[src/rtl/mux2_read_sched_pkg.sv]
// Shared scheduler definitions for the dual-bank radix-16 operand path.
// The state encodings and the latency default are reused by the write-side scheduler.
package mux2_read_sched_pkg;

   localparam logic [1:0] ST_IDLE    = 2'd0;
   localparam logic [1:0] ST_READ    = 2'd1;
   localparam logic [1:0] ST_WAIT_WB = 2'd2;
   localparam logic [1:0] ST_DONE    = 2'd3;

   localparam int MEM_LAT_DEF = 1;

   typedef struct packed {
      logic valid;
      logic sel;
   } sel_valid_t;

endpackage

[src/rtl/mux2_read_sched_sel_valid_delay.sv]
// Fixed-depth delay line for a {valid, sel} pair.
// Each stage keeps its sel on bubbles, so the output sel holds the last valid one.
module sel_valid_delay
   import mux2_read_sched_pkg::*;
#(
   parameter int DEPTH = MEM_LAT_DEF
) (
   input  logic       clk,
   input  logic       rst,
   input  sel_valid_t d,
   output sel_valid_t q
);

   sel_valid_t [DEPTH-1:0] pipe;

   always_ff @(posedge clk or posedge rst) begin
      if (rst) begin
         pipe <= '0;
      end else begin
         pipe[0].valid <= d.valid;
         if (d.valid) begin
            pipe[0].sel <= d.sel;
         end
         for (int i = 1; i < DEPTH; i++) begin
            pipe[i].valid <= pipe[i-1].valid;
            if (pipe[i-1].valid) begin
               pipe[i].sel <= pipe[i-1].sel;
            end
         end
      end
   end

   assign q = pipe[DEPTH-1];

endmodule

[src/rtl/mux2_read_sched.sv]
// Read-side scheduler: issues group reads stage by stage from one bank,
// ping-ponging banks between stages once write-back is acknowledged.
module mux2_read_sched
   import mux2_read_sched_pkg::*;
#(
   parameter int ADDR_WIDTH  = 6,
   parameter int GROUP_NUM   = 64,
   parameter int STAGE_NUM   = 3,
   parameter int STAGE_WIDTH = 2,
   parameter int MEM_LAT     = MEM_LAT_DEF
) (
   input  logic                   clk,
   input  logic                   rst,
   input  logic                   start,
   input  logic                   init_bank,
   input  logic                   stall,
   input  logic                   wb_done,
   output logic                   rd_en,
   output logic [ADDR_WIDTH-1:0]  rd_addr,
   output logic                   BN_sel,
   output logic                   ra_valid,
   output logic [STAGE_WIDTH-1:0] stage_cnt,
   output logic                   busy,
   output logic                   done
);

   localparam logic [ADDR_WIDTH-1:0]  LAST_ADDR  = ADDR_WIDTH'(GROUP_NUM - 1);
   localparam logic [STAGE_WIDTH-1:0] LAST_STAGE = STAGE_WIDTH'(STAGE_NUM - 1);

   logic [1:0]             state;
   logic [ADDR_WIDTH-1:0]  addr;
   logic [ADDR_WIDTH-1:0]  last_addr;
   logic [STAGE_WIDTH-1:0] stage;
   logic                   bank;
   logic                   issue;
   sel_valid_t             dly_in;
   sel_valid_t             dly_out;

   assign issue = (state == ST_READ) && !stall;

   always_ff @(posedge clk or posedge rst) begin
      if (rst) begin
         state     <= ST_IDLE;
         addr      <= '0;
         last_addr <= '0;
         stage     <= '0;
         bank      <= 1'b0;
      end else begin
         case (state)
            ST_IDLE: begin
               if (start) begin
                  bank  <= init_bank;
                  stage <= '0;
                  addr  <= '0;
                  state <= ST_READ;
               end
            end
            ST_READ: begin
               if (!stall) begin
                  last_addr <= addr;
                  if (addr == LAST_ADDR) begin
                     addr  <= '0;
                     state <= ST_WAIT_WB;
                  end else begin
                     addr <= addr + 1'b1;
                  end
               end
            end
            ST_WAIT_WB: begin
               if (wb_done) begin
                  if (stage == LAST_STAGE) begin
                     state <= ST_DONE;
                  end else begin
                     stage <= stage + 1'b1;
                     bank  <= ~bank;
                     state <= ST_READ;
                  end
               end
            end
            default: begin
               state <= ST_IDLE;
            end
         endcase
      end
   end

   // Stalled or idle cycles replay the previous address on the bus.
   assign rd_en   = issue;
   assign rd_addr = issue ? addr : last_addr;

   assign dly_in.valid = issue;
   assign dly_in.sel   = bank;

   sel_valid_delay #(
      .DEPTH (MEM_LAT)
   ) u_dly (
      .clk (clk),
      .rst (rst),
      .d   (dly_in),
      .q   (dly_out)
   );

   assign ra_valid  = dly_out.valid;
   assign BN_sel    = dly_out.sel;
   assign stage_cnt = stage;
   assign busy      = (state != ST_IDLE);
   assign done      = (state == ST_DONE);

endmodule

[config.mk]
export PLATFORM = sky130hd
export DESIGN_NAME = mux2_read_sched
export DESIGN_NICKNAME = d
export VERILOG_FILES = /design/src/rtl/mux2_read_sched_pkg.sv /design/src/rtl/mux2_read_sched_sel_valid_delay.sv /design/src/rtl/mux2_read_sched.sv
export SDC_FILE = /design/constraint.sdc
export NUM_CORES = 1
export LEC_CHECK = 0
export ABC_AREA = 1
export ABC_CLOCK_PERIOD_IN_PS = 1900
export BUFFER_PORTS_ARGS = -buffer_cell sky130_fd_sc_hd__buf_2
export CORE_ASPECT_RATIO = 0.75
export CORE_MARGIN = 2
export CORE_UTILIZATION = 52
export CTS_CLUSTER_DIAMETER = 120
export DETAILED_ROUTE_END_ITERATION = 16
export PLACE_DENSITY = 0.76
export SYNTH_ARGS = -nofsm -noshare
export SYNTH_HDL_FRONTEND = slang
export SYNTH_SLANG_ARGS = --single-unit
[constraint.sdc]
create_clock -name clk -period 1.9 [get_ports clk]
set_clock_uncertainty 0.1 [all_clocks]
set_input_delay 0.285 -clock clk [delete_from_list [all_inputs] [get_ports clk]]
set_output_delay 0.285 -clock clk [all_outputs]
set_load 0.05 [all_outputs]
# Yosys cells after proc, flatten, opt, wreduce, memory -nomap -nowiden

Cells that the tools add are included.

Register bits: 19
Input bits: 6
Output and inout bits: 13
Logic and storage cells: 50

Bitwise logic cells: 2
Mux-type cells: 19
Add/sub/neg operators: 2
Reduce and logical (&&, ||, !) cells: 10
Equality and inequality tests: 10

Operator list:

| cell                                                             | number |
|---|---|
| 6-bit 2-to-1 mux                                                 | 4 |
| 2-bit 2-to-1 mux                                                 | 8 |
| 6-bit case mux with 2 select lines                               | 1 |
| 2-bit != test (second input constant)                            | 4 |
| 4-bit AND reduction                                              | 2 |
| 6-bit by 1-bit adder with 6-bit output (second input constant)   | 1 |
| 2-bit == test (second input constant)                            | 3 |
| 6-bit == test (second input constant)                            | 1 |
| 2-bit case mux with 3 select lines                               | 1 |
| 2-bit nonzero test                                               | 3 |
| 2-bit case mux with 2 select lines                               | 1 |
| 1-bit 2-to-1 mux                                                 | 3 |
| 3-bit AND reduction                                              | 1 |
| 2-bit by 1-bit adder with 2-bit output (second input constant)   | 1 |
| 2-bit by 1-bit == test with 1-bit output (second input constant) | 1 |
| 2-bit zero test                                                  | 1 |
| 2-bit by 1-bit != test with 1-bit output (second input constant) | 1 |
| 1-bit NOT                                                        | 2 |
| 1-bit case mux with 2 select lines                               | 1 |
| 2-bit AND reduction                                              | 1 |
| 1-bit logical AND                                                | 1 |
| 1-bit zero test                                                  | 1 |

# Longest topological paths before layout

Depth after elaboration: 4
Depth in mapped cells: 8
Gate-level depth less buffers: 8

# Modules after synthesis

From an unflattened synthesis, not the netlist that was laid out.

Cells, all modules: 120
Area total of the unflattened synthesis: 968.4 um^2

Modules (own cells, without submodules):

| module          | times used | area each (um^2) | cells each | sequential area each (um^2) |
|---|---|---|---|---|
| mux2_read_sched | 1          | 899.6            | 113        | 425.4 |
| sel_valid_delay | 1          | 68.8             | 7          | 50.0 |

# Worst setup path before layout

OpenSTA, ideal clock, no wires.

Kind: register to output
From: register state[1]
To: output port rd_addr[0]
Arrival: 1.971 ns
Required time: 1.515 ns
Buffers on the path: 1
Path slack: -0.456 ns
Cell stages (with the launch flop): 5
Cell sequence: dfrtp_1 > nor2_4 > nand2_4 > buf_2 > o21ai_0

Cells in the longest elaborated chain, start to end: 3

Ends and longest elaborated chain:

| element                                  | RTL line              | source |
|---|---|---|
| from (decl)                              | mux2_read_sched.sv:30 | `logic [1:0] state;` |
| from (signal assigned)                   | mux2_read_sched.sv:43 | `state <= ST_IDLE;` |
| from (signal assigned)                   | mux2_read_sched.sv:55 | `state <= ST_READ;` |
| from (signal assigned)                   | mux2_read_sched.sv:63 | `state <= ST_WAIT_WB;` |
| 2-bit by 1-bit == test with 1-bit output | mux2_read_sched.sv:39 | `assign issue = (state == ST_READ) && !stall;` |
| 1-bit logical AND                        | mux2_read_sched.sv:39 |  |
| 6-bit 2-to-1 mux                         | mux2_read_sched.sv:89 | `assign rd_addr = issue ? addr : last_addr;` |
| to (decl)                                | mux2_read_sched.sv:19 | `output logic [ADDR_WIDTH-1:0] rd_addr,` |

Every way passes these cells.

# Final worst setup path

From: register state[1]
To: output port rd_addr[4]

Same word-level chain as after synthesis.

==> impl_metrics.json <==
{
  "status": "complete, no violations",
  "cp.required_ns": 1.51,
  "numCtsBuffers": 3,
  "synth.area.top_cells": "dfrtp_1 (51%), nand2_1 (17%), inv_1 (8.5%)",
  "n_antenna_cell": 0,
  "vias_per_cell": 4.70,
  "worst_slack_ns": 0.0193,
  "cp_top_family": "flip-flops",
  "die-area_sq_um": 2140,
  "synth_common_cells": "nand2_1 (41), inv_1 (21), dfrtp_1 (19)",
  "syn2layout_area_growth_pct": 23.0,
  "hp-start": "wb_done",
  "leakage_nw": 0.650,
  "synth_warnings": 0,
  "timing.rr.start": "state[0]",
  "synth_top_cell_area_share": 0.512,
  "start_util": 0.544,
  "cts_root_buffer": "clkbuf_4",
  "grt_start_max_net_pins": 20,
  "htree_levels": 1,
  "min_path_cells": 4,
  "fmax_mhz": 532,
  "pre_cts_slack_ns": 0.286,
  "arrival_ns": 1.50,
  "setup_viol": 0,
  "ys.flop_type": "dfrtp_1",
  "ys_seq_area_frac": 0.512,
  "ant_nets": 0,
  "syn_avg_cell_area_sq_um": 7.80,
  "core-area_sq_um": 1710,
  "yosysUniqueCellTypes": 17,
  "fill_cells": 133,
  "finalWirelength_um": 1770,
  "hpwl_um": 1370,
  "crit_chain": "nor2_4, nand2_4, o21ai_1, buf_6",
  "remaining_drc_errors": 0,
  "peakVddDrop_mv": 0.732,
  "r2r-end": "addr[4]",
  "crit_type": "reg -> out",
  "die_x_um": 52.8,
  "hold_ws_ns": 0.186,
  "synth-edff-count": 0,
  "syn_nets": 127,
  "start_kind": "register",
  "worstSetupEndpointType": "primary output",
  "firstDrtPassIters": 4,
  "netlist_area_sq_um": 928,
  "grt_antenna_before_repair": 0,
  "cts_tree": "built",
  "worst_pin_slew_ns": 0.716,
  "finalMaxSlewViolations": 0,
  "grt-ovfl-total": 0,
  "cpPeakStageDelay_ns": 0.45,
  "num_rows": 13,
  "min_period_ns": 1.88,
  "drtIter0Drc": 19,
  "clk_latency_ns": 0.30,
  "cap_violations": 0,
  "grt_pass1_wl_um": 2720,
  "final_util": 0.669,
  "port_buffers": 18,
  "io_pins": 19,
  "vias": 776,
  "grt_setup_unrepaired": "yes",
  "synth-async-reset-ratio": 1.00,
  "reg2regPathDepth": 7,
  "yosysMostFrequentCell": "nand2_1",
  "crit_buf_inv": 1,
  "gp_congestion": 0.841,
  "cp_slowest_cell": "dfrtp_2",
  "grt_pass1_vias": 635,
  "syn_inst": 119,
  "rrSetupSlack_ns": 0.44,
  "clock_sinks": 19,
  "ctsLongestPathBuffers": 2,
  "worstHoldEndpoint": "state[1]",
  "fin_crit_sh": 0.990,
  "cp_max_fo": 15,
  "clk_pin_slew_ns": 0.09,
  "final_nets": 152,
  "pwr_density_cell_nw_per_um2": 1510,
  "wl_per_cell_um": 10.7,
  "hold_path.class": "in -> reg",
  "grt_usage": 0.186,
  "ys_seq_elements": 19,
  "die_h_um": 40.6,
  "yosysTopAreaCell": "dfrtp_1",
  "cp.depth": 4,
  "drive_gt1_frac": 0.231,
  "relSlewSlack": 0.522,
  "finalHoldViolCount": 0
}
## state kept, by name, indices dropped and copies added (netlist names)
signal     flops
stage_cnt      2
state          2
bank           1
last_addr      6
u_dly.q        2
addr           6
## layout by cell type, fill, tap and decap left out
cell type,synthesis,final
a21oi_1,2,2
a31oi_1,1,1
buf_2,1,11
buf_4,0,3
buf_6,0,6
clkbuf_4,0,3
clkinv_2,0,1
dfrtp_1,19,18
dfrtp_2,0,1
dlygate4sd3_1,0,1
ha_1,2,2
inv_1,21,21
inv_2,1,1
nand2_1,41,41
nand2_2,1,1
nand2_4,2,2
nand3_1,5,5
nand4_1,1,1
nor2_1,6,6
nor2_4,1,1
nor3_1,1,1
o21ai_0,13,7
o21ai_1,0,4
o21ai_2,0,2
or2_2,1,1
## cell type report
cell class	count	area, sq um	share of cell area
Timing Repair Buffer	21	155	0.136
Sequential cell	19	477	0.417
Inverter	22	82.6	0.0723
Clock buffer	3	22.5	0.0197
Multi-Input combinational cell	77	373	0.326
Tap cell	22	27.5	0.0241
Clock inverter	1	5.00	0.00438
## worst reg2reg max path, stage by stage (launching register included)
cell     delay [ns]
dfrtp_1        0.41
buf_4          0.15
nor2_1         0.15
nand2_1        0.12
nand2_4        0.13
inv_1          0.06
o21ai_0        0.19
inv_1          0.06
## metal layers
layer,global-route usage,part of all wire,vias up,wire length [um]
li1,-,-,415,-
met1,0.251,0.49,340,870
met2,0.291,0.44,21,776
met3,0.0784,0.067,0,119
met4,0.0192,0,0,0
met5,0,0,-,0
## power breakdown
| group | internal [W] | switching [W] |
|---|---|---|
| Combinational | 0.000275 | 0.000662 |
| Sequential | 0.000517 | 0.0000742 |
| Clock | 0.0000784 | 0.000118 |
## how the worst max path moves through the flow
stage	start	end	slack, ns
after floorplan	state[1]	rd_addr[0]	-0.07
final	state[1]	rd_addr[4]	0.02
after global routing	state[1]	rd_addr[4]	-0.05
after CTS	state[1]	rd_addr[4]	0.003
after global placement	state[1]	rd_addr[2]	0.33
after detailed placement	state[1]	rd_addr[4]	0.29
## repair_timing
action	4_1_cts	5_1_grt
hold buffers	1	0
resized for setup	6	11
buffers inserted	0	1
pin swaps	0	0
endpoints found under the setup margin	6	7
hold endpoints to repair	11	0
## stage by stage
stage | power, W | instance area (sq um) | setup TNS [ns] | instances
6_report | 0.00172 | 1140 | 0 | 165
5_1_grt | 0.00184 | 1140 | -0.201 | 165
4_1_cts | 0.00167 | 1100 | 0 | 164
3_5_place_dp | 0.00145 | 1050 | 0 | 159
3_3_place_gp | 0.00143 | 1050 | 0 | 159
2_1_floorplan | 0.00125 | 928 | -0.408 | 119
## kinds of logic after synthesis
family	share of synthesized area
flops	0.512
compound gates	0.0876
simple gates	0.279
buf+inv	0.0943
fa+ha+maj	0.0269
Power figures use the tool's default switching activity.
